===== src/rtl/crc_frame_serializer.sv =====
// Serializes valid/ready frame words LSB-first onto Data/ACTIVE, then gathers the serial CRC returned.
// Latency: first bit one cycle after accept; CRC_Value/Frame_Done one cycle after the last CRC bit.
// Backpressure: In_Ready high in IDLE and on the final bit of a non-last word only (gapless chaining).
module crc_frame_serializer #(
  parameter int DATA_WIDTH = 8,
  parameter int CRC_WIDTH  = 8,
  parameter int TIMEOUT    = 16
) (
  input  logic                  CLK,
  input  logic                  RST,
  input  logic [DATA_WIDTH-1:0] In_Data,
  input  logic                  In_Valid,
  input  logic                  In_Last,
  output logic                  In_Ready,
  output logic                  Data,
  output logic                  ACTIVE,
  input  logic                  CRC_In,
  input  logic                  CRC_Valid,
  output logic [CRC_WIDTH-1:0]  CRC_Value,
  output logic [7:0]            Byte_Count,
  output logic                  Busy,
  output logic                  Frame_Done,
  output logic                  Underrun_Err,
  output logic                  Timeout_Err
);

  localparam int BCW = (DATA_WIDTH > 1) ? $clog2(DATA_WIDTH) : 1;
  localparam int CCW = (CRC_WIDTH > 1) ? $clog2(CRC_WIDTH) : 1;
  localparam int TCW = $clog2(TIMEOUT + 1);

  typedef enum logic [1:0] {IDLE, SHIFT, CRC_WAIT} state_t;

  state_t                state_q, state_d;
  logic [DATA_WIDTH-1:0] shreg_q, shreg_d;
  logic [BCW-1:0]        bit_cnt_q, bit_cnt_d;
  logic                  last_q, last_d;
  logic [7:0]            byte_cnt_q, byte_cnt_d;
  logic [CRC_WIDTH-1:0]  crc_val_q, crc_val_d;
  logic [CCW-1:0]        crc_cnt_q, crc_cnt_d;
  logic [TCW-1:0]        tmo_cnt_q, tmo_cnt_d;
  logic [TCW-1:0]        tmo_inc;
  logic                  data_q, data_d;
  logic                  active_q, active_d;
  logic                  busy_q, busy_d;
  logic                  done_q, done_d;
  logic                  underrun_q, underrun_d;
  logic                  timeout_q, timeout_d;
  logic                  last_bit;
  logic                  accept;

  assign last_bit = (bit_cnt_q == BCW'(DATA_WIDTH - 1));
  // Ready only decodes state: idle, or final bit of a word that is not the frame's last
  assign In_Ready = (state_q == IDLE) || ((state_q == SHIFT) && last_bit && !last_q);
  assign accept   = In_Valid && In_Ready;
  assign tmo_inc  = tmo_cnt_q + TCW'(1);

  // Next-state and next-output computation for the serializer FSM
  always_comb begin
    state_d    = state_q;
    shreg_d    = shreg_q;
    bit_cnt_d  = bit_cnt_q;
    last_d     = last_q;
    byte_cnt_d = byte_cnt_q;
    crc_val_d  = crc_val_q;
    crc_cnt_d  = crc_cnt_q;
    tmo_cnt_d  = tmo_cnt_q;
    data_d     = data_q;
    active_d   = active_q;
    underrun_d = underrun_q;
    done_d     = 1'b0;
    timeout_d  = 1'b0;
    case (state_q)
      IDLE: begin
        if (accept) begin
          state_d    = SHIFT;
          shreg_d    = In_Data >> 1;
          data_d     = In_Data[0];
          active_d   = 1'b1;
          last_d     = In_Last;
          bit_cnt_d  = '0;
          byte_cnt_d = 8'd1;
          crc_val_d  = '0;
          crc_cnt_d  = '0;
          tmo_cnt_d  = '0;
          underrun_d = 1'b0;
        end
      end
      SHIFT: begin
        if (!last_bit) begin
          data_d    = shreg_q[0];
          shreg_d   = shreg_q >> 1;
          bit_cnt_d = bit_cnt_q + BCW'(1);
        end else if (accept) begin
          // Chained word: its bit 0 follows the previous bit 7 with no gap
          shreg_d   = In_Data >> 1;
          data_d    = In_Data[0];
          last_d    = In_Last;
          bit_cnt_d = '0;
          if (byte_cnt_q != 8'hFF) byte_cnt_d = byte_cnt_q + 8'd1;
        end else begin
          // Either a clean end of frame or a missing word; both close the frame
          state_d   = CRC_WAIT;
          active_d  = 1'b0;
          data_d    = 1'b0;
          tmo_cnt_d = '0;
          if (!last_q) underrun_d = 1'b1;
        end
      end
      CRC_WAIT: begin
        if (CRC_Valid) begin
          // A valid bit always beats a coincident timeout
          crc_val_d[crc_cnt_q] = CRC_In;
          crc_cnt_d            = crc_cnt_q + CCW'(1);
          tmo_cnt_d            = '0;
          if (crc_cnt_q == CCW'(CRC_WIDTH - 1)) begin
            done_d  = 1'b1;
            state_d = IDLE;
          end
        end else begin
          tmo_cnt_d = tmo_inc;
          if (tmo_inc == TCW'(TIMEOUT)) begin
            timeout_d = 1'b1;
            state_d   = IDLE;
          end
        end
      end
      default: state_d = IDLE;
    endcase
    busy_d = (state_d != IDLE);
  end

  // State and registered outputs; reset aborts any frame without pulses
  always_ff @(posedge CLK or negedge RST) begin
    if (!RST) begin
      state_q    <= IDLE;
      shreg_q    <= '0;
      bit_cnt_q  <= '0;
      last_q     <= 1'b0;
      byte_cnt_q <= '0;
      crc_val_q  <= '0;
      crc_cnt_q  <= '0;
      tmo_cnt_q  <= '0;
      data_q     <= 1'b0;
      active_q   <= 1'b0;
      busy_q     <= 1'b0;
      done_q     <= 1'b0;
      underrun_q <= 1'b0;
      timeout_q  <= 1'b0;
    end else begin
      state_q    <= state_d;
      shreg_q    <= shreg_d;
      bit_cnt_q  <= bit_cnt_d;
      last_q     <= last_d;
      byte_cnt_q <= byte_cnt_d;
      crc_val_q  <= crc_val_d;
      crc_cnt_q  <= crc_cnt_d;
      tmo_cnt_q  <= tmo_cnt_d;
      data_q     <= data_d;
      active_q   <= active_d;
      busy_q     <= busy_d;
      done_q     <= done_d;
      underrun_q <= underrun_d;
      timeout_q  <= timeout_d;
    end
  end

  assign Data         = data_q;
  assign ACTIVE       = active_q;
  assign CRC_Value    = crc_val_q;
  assign Byte_Count   = byte_cnt_q;
  assign Busy         = busy_q;
  assign Frame_Done   = done_q;
  assign Underrun_Err = underrun_q;
  assign Timeout_Err  = timeout_q;

endmodule


===== config.mk =====
export PLATFORM = sky130hd
export DESIGN_NAME = crc_frame_serializer
export DESIGN_NICKNAME = d
export VERILOG_FILES = /design/src/rtl/crc_frame_serializer.sv
export SDC_FILE = /design/constraint.sdc
export NUM_CORES = 1
export LEC_CHECK = 0
export ABC_AREA = 1
export CORE_MARGIN = 5
export CORE_UTILIZATION = 25
export CTS_BUF_LIST = sky130_fd_sc_hd__clkbuf_16
export DETAILED_ROUTE_END_ITERATION = 8
export GPL_ROUTABILITY_DRIVEN = 0
export GPL_TIMING_DRIVEN = 0
export SLEW_MARGIN = 0
export SYNTH_ARGS = -nofsm -noshare
export SYNTH_HDL_FRONTEND = slang
export SYNTH_SLANG_ARGS = --single-unit

===== constraint.sdc =====
create_clock -name CLK -period 4.44 [get_ports CLK]
set_input_delay 0.888 -clock CLK [delete_from_list [all_inputs] [get_ports CLK]]
set_output_delay 0.888 -clock CLK [all_outputs]
set_load 0.02 [all_outputs]

==> results.json, run 1 <==
{
  "postLayoutCoreUtil_pct": 32.9,
  "grt_usage_pct": 9.74,
  "cts.hold.buffers_added": 0,
  "switchingPower_uw": 622,
  "cts_buffers": 5,
  "p_leak_uw": 0.00146,
  "fin_skew_ns": 0.00587,
  "r2r_cells": 9,
  "ant_nets": 0,
  "power_density_mw_per_mm2": 530,
  "comb_power_share_pct": 39.2,
  "cp_common_cell": "ha_1",
  "total_power_uw": 1600,
  "yosysWarningCount": 0,
  "crit_path_start_kind": "flop",
  "stdcell_area_mm2": 0.00302,
  "placed_area_mm2": 0.00286,
  "wl_um": 5220,
  "num_rows": 35,
  "antenna_found_initial": 0,
  "r2r-start": "bit_cnt_q[0]",
  "relSlewSlack_pct": 70.0,
  "p_int_uw": 980,
  "ys_async_sr_fraction_pct": 100,
  "portBuffers": 35,
  "setup_violations": 0,
  "fill_cells": 987,
  "synth_cells": 306,
  "first_global_vias": 1998,
  "vdd.ir_drop.worst_mv": 0.205,
  "drive_gt1_share_pct": 8.00,
  "dr.pass1.iters": 4,
  "path_max_fanout": 10,
  "yosysMostFrequentCell": "nand2_1",
  "area_growth_pct": 28.4,
  "ys_seq_area_share_pct": 46.8,
  "cts_root_buf": "clkbuf_16",
  "grt_pass1_wl_um": 9180,
  "htreeDepth": 2,
  "route.detailed.drc": 0,
  "post_cts_resized": 0,
  "cp.arrival_ns": 2.23,
  "crit_chain": "ha_1 -> ha_1 -> nand4_1 -> nand2_1 -> buf_2 -> clkdlybuf4s50_1",
  "synth_seq_cells": 44,
  "syn_area_mm2": 0.00235,
  "r2r_setup_slack_ns": 2.60,
  "overflow": 0,
  "crit_path_end_kind": "output port",
  "yosys-top-cells-area": "dfrtp_1 (47%), nand2_1 (17%), nand3_1 (7.7%)",
  "synth_nets": 326,
  "max-clock-path-buffers": 2,
  "synthTopCellsByCount": "nand2_1 (105), dfrtp_1 (44), nand3_1 (36), inv_1 (21), nor2_1 (20)",
  "slowest_delay_ns": 0.64,
  "r2r_end": "Byte_Count[7]",
  "status": "finished clean",
  "fin_nets": 369,
  "synth_edf_count": 0,
  "die_w_um": 107,
  "period_needed_ns": 3.11,
  "crit_path_top_delay_cell": "clkdlybuf4s50_1",
  "start_util_pct": 25.6,
  "drtIter0Drc": 85,
  "p_clk_share_pct": 25.6,
  "grt_max_degree": 38,
  "drv_slew": 0,
  "crit_type": "reg -> out",
  "antennaDiodeCount": 0,
  "fin_crit_sh_pct": 70.2,
  "avgSynthCellArea_um2": 7.70,
  "clk_latency_ns": 0.28,
  "tightest_slew_ns": 0.448,
  "dp_hpwl_um": 3850,
  "via_per_inst": 4.48,
  "clock_sinks": 44,
  "seq_power_share_pct": 35.3,
  "fin_ws_ns": 1.33,
  "fp.dieH_um": 107,
  "dp_slack_ns": 1.65,
  "yosys.area.top_type": "dfrtp_1",
  "core_area_mm2": 0.00920,
  "die_area_mm2": 0.0115,
  "switching_share_pct": 38.8,
  "io-pin-count": 37,
  "rsz0062_at_grt": "no",
  "fmax_ghz": 0.321,
  "max_cap_violations": 0,
  "cts_tree": "done",
  "cts_setup_buffers": 0,
  "finalHoldViolations": 0,
  "synth_top_area_share_pct": 46.8,
  "vias": 2067,
  "crit_required_ns": 3.55,
  "hold_path_class": "in -> async",
  "ys.flop_type": "dfrtp_1",
  "wire_per_inst_um": 11.3,
  "yosysUniqueCellTypes": 29,
  "cts.clk_slew.worst_paths_ns": 0.06,
  "setup_tns_ns": 0
}
## layout make-up
class	count	area, um^2	share of cell area (%)
tap	111	139	4.59
sequential	44	1100	36.4
buffer	7	33.8	1.12
timing repair buffer	36	365	12.1
inverter	27	105	3.48
clock buffer	5	125	4.14
clock inverter	3	38.8	1.28
multi-input combinational	228	1110	36.9
## registers in the layout (all words and copies together), names as in the netlist
| name | count |
|---|---|
| CRC_Value | 8 |
| last_q | 1 |
| Timeout_Err | 1 |
| Busy | 1 |
| crc_cnt_q | 3 |
| Underrun_Err | 1 |
| tmo_cnt_q | 5 |
| Data | 1 |
| Frame_Done | 1 |
| state_q | 2 |
| Byte_Count | 8 |
| bit_cnt_q | 3 |
| shreg_q | 8 |
| ACTIVE | 1 |
## cells in the final DEF, fill, tap and decap left out, types with 5 or more instances in the layout
| cell type | n |
|---|---|
| a21oi_1 | 8 |
| nor2_1 | 20 |
| nand3_1 | 36 |
| clkbuf_16 | 5 |
| inv_1 | 22 |
| nand2_1 | 105 |
| o21ai_0 | 11 |
| o21ai_1 | 6 |
| ha_1 | 6 |
| dfrtp_1 | 44 |
| nor3_1 | 7 |
| nand3b_1 | 5 |
| clkdlybuf4s50_1 | 34 |
## worst max-delay path, delay by kind of cell, from the launching register on
| family | cells | cell delay, ns |
|---|---|---|
| adders and majority gates | 2 | 0.40 |
| DFF | 1 | 0.37 |
| buffers and inverters | 2 | 0.88 |
| and+or+nand+nor | 2 | 0.30 |
## metrics by stage
stage | hold WS (ns) | std cells
3_5_place_dp | 0.462 | 453
6_report | 0.448 | 461
3_3_place_gp | 0.457 | 452
4_1_cts | 0.453 | 461
5_1_grt | 0.460 | 461
2_1_floorplan | 0.446 | 306
## kinds of logic after synthesis
logic type,synth area share [%]
buffers and inverters,5.90
adders and majority gates,3.19
xor gates and xnor gates,1.86
and+or+nand+nor,34.4
DFF,46.8
AOI/OAI and AO/OA,7.92
## power groups by stage
stage | logic (uW) | clock network (uW) | registers (uW)
final | 627 | 410 | 564
after global routing | 722 | 438 | 576
after CTS | 638 | 418 | 564
after detailed placement | 630 | 0 | 569
after global placement | 622 | 0 | 568
after floorplan | 404 | 0 | 590
## worst max-delay path by stage
stage / depth (start not counted) / endpoint / from
floorplan: 5 / In_Ready / bit_cnt_q[0]
global placement: 1 / shreg_q[1] / RST
detailed placement: 6 / In_Ready / bit_cnt_q[0]
CTS: 6 / In_Ready / bit_cnt_q[0]
global route: 6 / In_Ready / bit_cnt_q[0]
finish: 6 / In_Ready / bit_cnt_q[0]
## metal layers
metal  vias up  global-route usage [%]  wire (um)
met1       955                    13.3       2600
met3         4                    2.05        160
met5         -                       0          0
met4         0                    2.74         48
li1       1081                       -          -
met2        27                    15.6       2410
Note: power is estimated with default switching activity, not from simulation.
==> inputs of run 2 (changes only) <==
==> constraint.sdc (replaced) <==
create_clock -name CLK -period 2.5 [get_ports CLK]
set_input_delay 0.5 -clock CLK [delete_from_list [all_inputs] [get_ports CLK]]
set_output_delay 0.5 -clock CLK [all_outputs]
set_load 0.02 [all_outputs]
==> run 2 against run 1 <==
  * Design area fell by 0.17%
  * Clock-buffer cell count unchanged
  * Flip-flop and latch count did not move
  * Highest routed layer unchanged
  * Sequential share of layout area rose by 0.060 points
  * Routed wire length is essentially flat
  * Critical path depth did not move
  * Worst setup slack worse by 1.1 ns
  * Non-clock buffer count did not move
  * Clock power rose by 77%
  * Critical path type unchanged
==> results.json, run 2 (synthesis gave the netlist of run 1 again) <==
{
  "power_density_mw_per_mm2": 939,
  "portBuffers": 35,
  "hold_path_class": "in -> async",
  "cts_buffers": 5,
  "crit_required_ns": 2.00,
  "area_growth_pct": 28.2,
  "period_needed_ns": 2.29,
  "cts.clk_slew.worst_paths_ns": 0.06,
  "cts_tree": "done",
  "switchingPower_uw": 1100,
  "total_power_uw": 2830,
  "dr.pass1.iters": 4,
  "holdWs_ns": 0.0598,
  "overflow": 0,
  "antenna_found_initial": 0,
  "via_per_inst": 4.48,
  "tightest_slew_ns": 0.453,
  "wire_per_inst_um": 11.3,
  "dp.cells": 453,
  "switching_share_pct": 38.9,
  "wl_um": 5220,
  "fin_nets": 369,
  "fmax_ghz": 0.436,
  "relSlewSlack_pct": 69.7,
  "cts_setup_buffers": 0,
  "io-pin-count": 37,
  "clk_latency_ns": 0.28,
  "crit_path_top_delay_cell": "dfrtp_1",
  "setup_tns_ns": 0,
  "grt_usage_pct": 9.74,
  "num_rows": 35,
  "max_cap_violations": 0,
  "grt_pass1_wl_um": 9180,
  "dp_hpwl_um": 3850,
  "finalHoldViolations": 0,
  "core_area_mm2": 0.00920,
  "fp.dieH_um": 107,
  "drtIter0Drc": 85,
  "p_leak_uw": 0.00146,
  "path_max_fanout": 10,
  "slowest_delay_ns": 0.37,
  "max-clock-path-buffers": 2,
  "fin_cells": 461,
  "cp.buffers_inverters": 2,
  "layout_common_cells": "nand2_1 (105), dfrtp_1 (44), nand3_1 (36)",
  "die_w_um": 107,
  "drive_gt1_share_pct": 8.29,
  "cts.hold.buffers_added": 0,
  "crit_type": "reg -> out",
  "comb_power_share_pct": 39.0,
  "seq_power_share_pct": 35.3,
  "ant_nets": 0,
  "fin_ws_ns": 0.208,
  "route.detailed.drc": 0,
  "p_clk_share_pct": 25.7,
  "path_delay_family": "buffers and inverters",
  "layout_commonest_cell": "nand2_1",
  "antennaDiodeCount": 0,
  "vdd.ir_drop.worst_mv": 0.363,
  "start_util_pct": 25.6,
  "crit_chain": "ha_1 -> ha_1 -> nand4_1 -> nand2_1 -> buf_2 -> clkbuf_2",
  "cp_common_cell": "ha_1",
  "crit_path_end_kind": "output port",
  "cp.arrival_ns": 1.79,
  "rsz0062_at_grt": "no",
  "die_area_mm2": 0.0115,
  "p_int_uw": 1730,
  "drv_slew": 0,
  "r2r_setup_slack_ns": 0.66,
  "vias": 2067,
  "fin_crit_sh_pct": 91.7,
  "crit_path_start_kind": "flop",
  "status": "finished clean",
  "fin_skew_ns": 0.00587,
  "setup_violations": 0,
  "clock_sinks": 44,
  "htreeDepth": 2,
  "dp_slack_ns": 0.0992,
  "grt_max_degree": 38,
  "cts_root_buf": "clkbuf_16",
  "first_global_vias": 1998
}
## run 2: layout make-up
cell class | count | area, um^2
Fill cell | 988 | 6180
Timing Repair Buffer | 36 | 360
Clock inverter | 3 | 38.8
Buffer | 7 | 33.8
Inverter | 27 | 105
Clock buffer | 5 | 125
Tap cell | 111 | 139
Multi-Input combinational cell | 228 | 1110
Sequential cell | 44 | 1100
## run 2: repair_timing
action / CTS / global route
hold endpoints to repair: 0 / 0
resized for setup: 1 / 2
endpoints found under the setup margin: 1 / 1
## run 2: power by group through the flow
| stage | combinational [uW] | sequential, uW | clock (uW) |
|---|---|---|---|
| final | 1110 | 1000 | 727 |
| after global routing | 1270 | 1020 | 777 |
| after CTS | 1130 | 1000 | 742 |
| after detailed placement | 1120 | 1010 | 0 |
| after global placement | 1100 | 1010 | 0 |
| after floorplan | 717 | 1050 | 0 |
## run 2: per-layer routing
metal / wire [um] / global-route usage, %
met4: 48 / 2.74
met2: 2400 / 15.6
met3: 168 / 2.05
met5: 0 / 0
met1: 2600 / 13.3
## run 2: final timing paths
| kind | cells after the start | endpoint | start |
|---|---|---|---|
| worst max register to register | 9 | Byte_Count[7] | bit_cnt_q[0] |
| min in group CLK | 2 | CRC_Value[0] | CRC_Value[0] |
| worst max-delay path | 6 | In_Ready | bit_cnt_q[0] |
| worst min register to register | 2 | CRC_Value[0] | CRC_Value[0] |
| worst min-delay path | 1 | CRC_Value[0] | RST |
| max in group asynchronous | 2 | Data | RST |
## run 2: per-stage QoR
step	cell area (um^2)	utilization [%]
2_1_floorplan	2350	-
3_5_place_dp	2860	31.1
6_report	3020	32.8
3_3_place_gp	2840	30.9
5_1_grt	3020	32.8
4_1_cts	3020	32.9
==> inputs of run 3 (changes only) <==
--- a/config.mk
+++ b/config.mk
@@ -11,7 +11,6 @@
 export CTS_BUF_LIST = sky130_fd_sc_hd__clkbuf_16
 export DETAILED_ROUTE_END_ITERATION = 8
 export GPL_ROUTABILITY_DRIVEN = 0
-export GPL_TIMING_DRIVEN = 0
 export SLEW_MARGIN = 0
 export SYNTH_ARGS = -nofsm -noshare
 export SYNTH_HDL_FRONTEND = slang
==> run 3 against run 2 <==
  * Routed wire length increased by 0.92%
  * Total power about the same
  * Core utilization increased by 0.054 points
  * Non-clock buffer count decreased by 1
  * Critical endpoint unchanged
  * Global-route usage decreased by 0.15 points
  * First-iteration DRC count increased by 49%
  * Maximum frequency decreased by 1.4%
  * Clock skew about the same
  * Register-to-register slack got worse by 0.03 ns
==> results.json, run 3 (synthesis gave the netlist of run 1 again) <==
{
  "total_power_uw": 2830,
  "max-clock-path-buffers": 2,
  "crit_chain": "ha_1 -> ha_1 -> nand4_1 -> nand2_1 -> clkdlybuf4s50_1",
  "crit_path_end_kind": "output port",
  "cts_setup_buffers": 0,
  "antenna_found_initial": 0,
  "cts_root_buf": "clkbuf_16",
  "fin_skew_ns": 0.00571,
  "die_w_um": 107,
  "crit_required_ns": 2.00,
  "power_density_mw_per_mm2": 937,
  "status": "finished clean",
  "slowest_delay_ns": 0.61,
  "dr.pass1.iters": 4,
  "cp.arrival_ns": 1.82,
  "fmax_ghz": 0.430,
  "core_area_mm2": 0.00920,
  "layout_common_cells": "nand2_1 (105), dfrtp_1 (44), nand3_1 (36)",
  "crit_path_start_kind": "flop",
  "drive_gt1_share_pct": 8.02,
  "vias": 2079,
  "holdWs_ns": 0.235,
  "fin_crit_sh_pct": 93.0,
  "crit_path_top_delay_cell": "clkdlybuf4s50_1",
  "ant_nets": 0,
  "drtIter0Drc": 127,
  "fin_nets": 368,
  "route.detailed.drc": 0,
  "via_per_inst": 4.52,
  "cts.hold.buffers_added": 0,
  "antennaDiodeCount": 0,
  "grt_max_degree": 30,
  "dp_hpwl_um": 4000,
  "max_cap_violations": 0,
  "setup_tns_ns": 0,
  "cp_common_cell": "ha_1",
  "fp.dieH_um": 107,
  "wire_per_inst_um": 11.4,
  "vdd.ir_drop.worst_mv": 0.323,
  "path_delay_family": "buffers and inverters",
  "area_growth_pct": 28.4,
  "period_needed_ns": 2.32,
  "cts_tree": "done",
  "cts.clk_slew.worst_paths_ns": 0.06,
  "p_leak_uw": 0.00146,
  "start_util_pct": 25.6,
  "drv_slew": 0,
  "overflow": 0,
  "die_area_mm2": 0.0115,
  "setup_violations": 0,
  "clock_sinks": 44,
  "crit_type": "reg -> out",
  "htreeDepth": 2,
  "grt_usage_pct": 9.59,
  "clk_latency_ns": 0.28,
  "cts_buffers": 5,
  "cp.buffers_inverters": 1,
  "portBuffers": 36,
  "rsz0062_at_grt": "no",
  "path_max_fanout": 4,
  "finalHoldViolations": 0,
  "tightest_slew_ns": 0.633,
  "num_rows": 35,
  "io-pin-count": 37,
  "post_cts_resized": 0,
  "grt_pass1_wl_um": 9210,
  "relSlewSlack_pct": 57.8,
  "layout_commonest_cell": "nand2_1",
  "wl_um": 5270,
  "hold_path_class": "in -> async",
  "first_global_vias": 1999
}
run 3: cell count changes in the layout (fill, tap and decap cells not counted), sizes merged:
cell	change
inv	-1
clkbuf	-3
clkinv	+1
clkdlybuf4s50	+2
run 3: layout make-up:
cell class / instances / area [um^2]
fillers: 987 / 6170
inverters: 27 / 105
well taps: 111 / 139
clock inverters: 3 / 37.5
multi-input cells: 228 / 1110
clock buffers: 5 / 125
repair buffers: 42 / 400
flip-flops and latches: 44 / 1100
run 3: worst paths after layout:
kind | slack (ns) | end | depth (start not counted) | from
min | 0.23 | CRC_Value[2] | 1 | RST
max reg2reg | 0.63 | Byte_Count[1] | 10 | bit_cnt_q[0]
max | 0.18 | In_Ready | 5 | bit_cnt_q[0]
min in group CLK | 0.47 | CRC_Value[7] | 2 | CRC_Value[7]
max in group asynchronous | 1.67 | Byte_Count[7] | 2 | RST
min reg2reg | 0.47 | CRC_Value[7] | 2 | CRC_Value[7]
run 3: metrics by stage:
step	area, um^2	cells	utilization (%)	setup slack, ns
2_1_floorplan	2350	306	-	0.824
3_3_place_gp	2860	452	31.1	0.480
3_5_place_dp	2860	452	31.1	0.461
4_1_cts	3020	460	32.9	0.158
5_1_grt	3020	460	32.9	0.0854
6_report	3020	460	32.9	0.175
run 3: layer usage:
metal / wire length, um / vias to the layer above / track usage, %
met5: 0 / - / 0
met4: 64 / 0 / 2.28
met2: 2430 / 32 / 15.4
met1: 2580 / 966 / 13.0
li1: - / 1074 / -
met3: 194 / 7 / 2.41
run 3: worst register-to-register path: stages (launching register included):
cell,delay [ns]
dfrtp_1,0.39
ha_1,0.20
ha_1,0.22
nand4_1,0.11
nand2_1,0.08
buf_4,0.19
nand2_2,0.17
nand2_2,0.18
nand2_4,0.15
nand2_1,0.06
nand2_1,0.06
run 3: power breakdown:
group          leakage (uW)  internal (uW)  switching (uW)
clock network     0.0000789            464             255
registers          0.000585            871             135
logic              0.000793            402             706
